===== src/rtl/multicycle_ctrl_fsm.sv =====
// Multicycle control FSM: sequences DP/LDR/STR/B through a Moore state machine
// and drives the datapath strobes, with mem_ready wait states on fetch and data access.
module multicycle_ctrl_fsm #(
    parameter int ALU_CTRL_W = 3,
    parameter int EXT_OPS    = 1
) (
    input  logic                  clk,
    input  logic                  reset,
    input  logic [1:0]            op,
    input  logic [5:0]            funct,
    input  logic [3:0]            rd,
    input  logic                  mem_ready,
    output logic [3:0]            state,
    output logic                  ir_write,
    output logic                  next_pc,
    output logic                  adr_src,
    output logic                  alu_src_a,
    output logic [1:0]            alu_src_b,
    output logic [1:0]            result_src,
    output logic [1:0]            imm_src,
    output logic [1:0]            reg_src,
    output logic [ALU_CTRL_W-1:0] alu_control,
    output logic [1:0]            flag_w,
    output logic                  reg_w,
    output logic                  mem_w,
    output logic                  branch,
    output logic                  pcs,
    output logic                  illegal,
    output logic                  instr_done
);

    localparam logic [3:0] S_FETCH  = 4'd0;
    localparam logic [3:0] S_DECODE = 4'd1;
    localparam logic [3:0] S_MEMADR = 4'd2;
    localparam logic [3:0] S_MEMRD  = 4'd3;
    localparam logic [3:0] S_MEMWB  = 4'd4;
    localparam logic [3:0] S_MEMWR  = 4'd5;
    localparam logic [3:0] S_EXECR  = 4'd6;
    localparam logic [3:0] S_EXECI  = 4'd7;
    localparam logic [3:0] S_ALUWB  = 4'd8;
    localparam logic [3:0] S_BRANCH = 4'd9;
    localparam logic [3:0] S_TRAP   = 4'd10;

    logic [3:0]            state_reg;
    logic [3:0]            state_next;
    logic [2:0]            alu_code;
    logic [ALU_CTRL_W-1:0] alu_ext;
    logic                  dp_legal;
    logic                  is_cmp_tst;
    logic                  is_arith;
    logic [1:0]            op_imm_src;
    logic [1:0]            op_reg_src;

    always_ff @(posedge clk or negedge reset) begin
        if (!reset) begin
            state_reg <= S_FETCH;
        end else begin
            state_reg <= state_next;
        end
    end

    assign state = state_reg;

    // DP operation decode on funct[4:1]; extended ops are illegal when disabled.
    always_comb begin
        alu_code   = 3'd0;
        dp_legal   = 1'b1;
        is_cmp_tst = 1'b0;
        is_arith   = 1'b0;
        case (funct[4:1])
            4'b0100: begin alu_code = 3'd0; is_arith = 1'b1; end
            4'b0010: begin alu_code = 3'd1; is_arith = 1'b1; end
            4'b0000: alu_code = 3'd2;
            4'b1100: alu_code = 3'd3;
            4'b0001: begin
                if (EXT_OPS != 0) alu_code = 3'd4;
                else              dp_legal = 1'b0;
            end
            4'b1010: begin
                if (EXT_OPS != 0) begin
                    alu_code   = 3'd1;
                    is_cmp_tst = 1'b1;
                    is_arith   = 1'b1;
                end else begin
                    dp_legal = 1'b0;
                end
            end
            4'b1000: begin
                if (EXT_OPS != 0) begin
                    alu_code   = 3'd2;
                    is_cmp_tst = 1'b1;
                end else begin
                    dp_legal = 1'b0;
                end
            end
            default: dp_legal = 1'b0;
        endcase
        alu_ext      = '0;
        alu_ext[2:0] = alu_code;
    end

    always_comb begin
        op_imm_src = 2'b00;
        op_reg_src = 2'b00;
        case (op)
            2'b01: begin
                op_imm_src = 2'b01;
                op_reg_src = funct[0] ? 2'b00 : 2'b10;
            end
            2'b10: begin
                op_imm_src = 2'b10;
                op_reg_src = 2'b01;
            end
            default: ;
        endcase
    end

    always_comb begin
        state_next = S_FETCH;
        case (state_reg)
            S_FETCH:  state_next = mem_ready ? S_DECODE : S_FETCH;
            S_DECODE: begin
                case (op)
                    2'b00: begin
                        if (!dp_legal)     state_next = S_TRAP;
                        else if (funct[5]) state_next = S_EXECI;
                        else               state_next = S_EXECR;
                    end
                    2'b01:   state_next = S_MEMADR;
                    2'b10:   state_next = S_BRANCH;
                    default: state_next = S_TRAP;
                endcase
            end
            S_MEMADR: state_next = funct[0] ? S_MEMRD : S_MEMWR;
            S_MEMRD:  state_next = mem_ready ? S_MEMWB : S_MEMRD;
            S_MEMWR:  state_next = mem_ready ? S_FETCH : S_MEMWR;
            S_EXECR,
            S_EXECI:  state_next = is_cmp_tst ? S_FETCH : S_ALUWB;
            default:  state_next = S_FETCH;
        endcase
    end

    always_comb begin
        ir_write    = 1'b0;
        next_pc     = 1'b0;
        adr_src     = 1'b0;
        alu_src_a   = 1'b0;
        alu_src_b   = 2'b00;
        result_src  = 2'b00;
        imm_src     = 2'b00;
        reg_src     = 2'b00;
        alu_control = '0;
        flag_w      = 2'b00;
        reg_w       = 1'b0;
        mem_w       = 1'b0;
        branch      = 1'b0;
        illegal     = 1'b0;
        instr_done  = 1'b0;
        // Immediate/register-source selects only matter while an instruction is in flight.
        if (state_reg >= S_DECODE && state_reg <= S_BRANCH) begin
            imm_src = op_imm_src;
            reg_src = op_reg_src;
        end
        case (state_reg)
            S_FETCH: begin
                alu_src_a  = 1'b1;
                alu_src_b  = 2'b10;
                result_src = 2'b10;
                ir_write   = mem_ready & reset;
                next_pc    = mem_ready & reset;
            end
            S_DECODE: begin
                alu_src_a  = 1'b1;
                alu_src_b  = 2'b10;
                result_src = 2'b10;
            end
            S_MEMADR: alu_src_b = 2'b01;
            S_MEMRD:  adr_src = 1'b1;
            S_MEMWB: begin
                result_src = 2'b01;
                reg_w      = 1'b1;
                instr_done = 1'b1;
            end
            S_MEMWR: begin
                adr_src    = 1'b1;
                mem_w      = 1'b1;
                instr_done = mem_ready;
            end
            S_EXECR, S_EXECI: begin
                alu_src_b   = (state_reg == S_EXECI) ? 2'b01 : 2'b00;
                alu_control = alu_ext;
                flag_w      = {funct[0] | is_cmp_tst, funct[0] & is_arith};
                instr_done  = is_cmp_tst;
            end
            S_ALUWB: begin
                reg_w      = 1'b1;
                instr_done = 1'b1;
            end
            S_BRANCH: begin
                alu_src_b  = 2'b01;
                result_src = 2'b10;
                branch     = 1'b1;
                instr_done = 1'b1;
            end
            S_TRAP:  illegal = 1'b1;
            default: ;
        endcase
        pcs = ((rd == 4'd15) & reg_w) | branch;
    end

endmodule


===== config.mk =====
export PLATFORM = sky130hd
export DESIGN_NAME = multicycle_ctrl_fsm
export DESIGN_NICKNAME = d
export VERILOG_FILES = /design/src/rtl/multicycle_ctrl_fsm.sv
export SDC_FILE = /design/constraint.sdc
export NUM_CORES = 1
export LEC_CHECK = 0
export BUFFER_PORTS_ARGS = -buffer_cell sky130_fd_sc_hd__buf_2
export CAP_MARGIN = 20
export CORE_MARGIN = 2
export CORE_UTILIZATION = 30
export DETAILED_ROUTE_END_ITERATION = 6
export MAX_ROUTING_LAYER = met4
export PLACE_DENSITY = 0.7
export SLEW_MARGIN = 15
export SYNTH_ARGS = -nofsm -noshare
export SYNTH_HDL_FRONTEND = slang
export SYNTH_SLANG_ARGS = --single-unit

===== constraint.sdc =====
create_clock -name clk -period 2.2 [get_ports clk]
set_clock_uncertainty 0.1 [all_clocks]
set_input_delay 0.44 -clock clk [delete_from_list [all_inputs] [get_ports clk]]
set_output_delay 0.44 -clock clk [all_outputs]
set_load 0.01 [all_outputs]

==> results.py <==
metrics = {
    "outcome": {
        "status": "completed",
    },
    "drt": {
        "drtIter0Drc": 6,
        "drtAntennaViolNets": 0,
        "post-route-drc-count": 0,
        "drt-pass1-iter-count": 4,
        "via_per_inst": 5.13,
        "num_vias": 790,
        "post_drt_wl_per_cell_microns": 11.8,
        "routed_wl_mm": 1.81,
    },
    "floorplan": {
        "initial_core_util_pct": 31.6,
        "die_x_microns": 49.2,
        "die_y_microns": 49.2,
        "row_count": 16,
        "io-pin-count": 42,
        "dieArea_sq_mm": 0.00242,
        "coreArea_sq_mm": 0.00194,
    },
    "synthesis": {
        "synth.largest_area_cell": "dfrtp_1",
        "async_flop_share_pct": 100,
        "syn-mean-instance-area_sq_um": 7.21,
        "synth.top_cell.area_share_pct": 16.3,
        "synth-seq-area-share_pct": 16.3,
        "synth_area_leaders": "dfrtp_1, nor3_1, buf_4, nor2_1, inv_1",
        "yosys_warnings": 0,
        "synth_edf_count": 0,
        "syn_inst": 85,
        "synth_cell_type_count": 37,
        "synthesis.nets": 100,
        "synth-main-ff-cell": "dfrtp_1",
        "netlist_area_sq_um": 613,
        "ys_ff_latch": 4,
    },
    "placement": {
        "dp.cells": 149,
        "place_hpwl_mm": 1.43,
        "place_congestion": 0.789,
        "port_buffers": 41,
    },
    "cells_and_area": {
        "fin_cells": 154,
        "antennaDiodeCount": 0,
        "largest_reg_flops": 4,
        "mostFrequentLayoutCell": "buf_2",
        "area_delta_synth_final_pct": 44.3,
        "fin_util_pct": 45.6,
        "nNetsFinal": 144,
        "final_cell_mix": "buf_2, inv_1, nor2_1, nor3_1, buf_4",
        "drive_above_1_share_pct": 46.5,
    },
    "critical_path": {
        "crit_fanout": 7,
        "crit_path_end_kind": "output port",
        "cp.arrival_ns": 1.58,
        "crit_type": "reg -> out",
        "worstPathRequired_ns": 1.66,
        "critPathLaunchType": "flip-flop",
    },
    "flow_run": {
        "cap_violations": 0,
    },
    "grt": {
        "antenna_found_initial": 0,
        "grt_max_degree": 12,
        "grt_overflow": 0,
        "grt_pass1_vias": 763,
        "grt_pass1_wl_mm": 3.18,
        "track_usage_pct": 16.8,
    },
    "power": {
        "p_per_area_mw_per_mm2": 1140,
        "power_mw": 1.01,
        "power_leakage_nw": 0.453,
        "ir_drop_mv": 0.475,
    },
    "clock_network": {
        "clockBufferDepth": 2,
        "clk_pin_slew_ns": 0.04,
        "cts.root.buffer_cell": "clkbuf_4",
        "clkLatencyLatePin_ns": 0.23,
        "clock-sinks": 4,
        "cts_buffers": 3,
        "h-tree-depth": 1,
        "cts_tree": "done",
    },
    "timing": {
        "tightest_slew_ns": 0.364,
        "setup_viol": 0,
        "fmax_mhz": 472,
        "hold_viol": 0,
        "relSlewSlack_pct": 75.4,
        "min_period_over_period_pct": 96.3,
        "grt_setup_unrepaired": "yes",
        "fin_tns_setup_ns": 0,
        "drv_slew": 0,
        "finalCriticalPeriod_ns": 2.12,
    },
    "hold_path": {
        "hp-class": "in -> reg",
    },
}
[worst max-delay path: stages (launching register included)]
cell	delay [ns]
dfrtp_2	0.44
buf_4	0.17
or2_1	0.27
nor2_2	0.13
and4_1	0.21
buf_2	0.13
[repair_timing]
action                     in CTS  in global routing
setup endpoints to repair       0                  8
hold endpoints to repair        4                  0
setup buffers                   0                  1
hold buffers                    1                  0
gates resized for setup         0                  3
[worst paths after layout]
check	end	slack (ns)	start	cells past startpoint
min in group asynchronous	state[3]	0.45	reset	2
max in group asynchronous	state[2]	1.42	reset	2
max reg2reg	state[3]	0.53	state[2]	4
min reg2reg	state[3]	0.61	state[1]	2
max	ir_write	0.08	state[2]	5
min	state[3]	0.39	op[1]	3
[synthesized netlist by cell type (2+ instances only)]
cell type and number:
a32oi_1 2, buf_2 4, dfrtp_1 4, buf_4 4
nor4b_1 2, mux2i_1 2, nor2_1 8, nand2_1 4
nand2b_1 3, o21ai_0 3, nor3b_1 2, nor3_1 6
and4_1 2, o211ai_1 3, a21oi_1 4, a21boi_0 3
inv_1 7, nor2b_1 3
[per-stage QoR]
stage	worst slack [ns]	hold WS, ns	area (sq um)
after CTS	0.0239	0.379	868
after detailed placement	0.252	0.155	836
final	0.0809	0.392	885
after global placement	0.290	0.151	836
after floorplan	0.135	0.0444	613
after global routing	-0.0136	0.401	885
[area by class of cell]
type	instances	area [sq um]
fill	214	1060
multi-input combinational	65	440
timing repair buffer	48	260
sequential	4	101
tap	27	33.8
inverter	7	26.3
clock buffer	3	22.5
[per-layer routing]
metal | track usage, % | vias up | part of all wire, %
met5 | - | - | 0
met3 | 4.91 | 0 | 7.7
li1 | - | 391 | -
met2 | 26.8 | 33 | 47
met1 | 21.1 | 366 | 45
met4 | 3.33 | 0 | 0
[cells by family after synthesis]
group	Yosys count	synth area share, %
flops	4	16.3
compound gates	22	25.7
simple gates	38	36.9
xor+xnor	2	2.86
buf+inv	16	13.1
mux	3	5.10
[report_power, final]
group | total (mW) | internal, mW | leakage, nW | switching [mW]
logic | 0.750 | 0.351 | 0.389 | 0.399
registers | 0.166 | 0.106 | 0.0502 | 0.0597
clock network | 0.0910 | 0.0610 | 0.0138 | 0.0299
(Power assumes the default switching activity.)
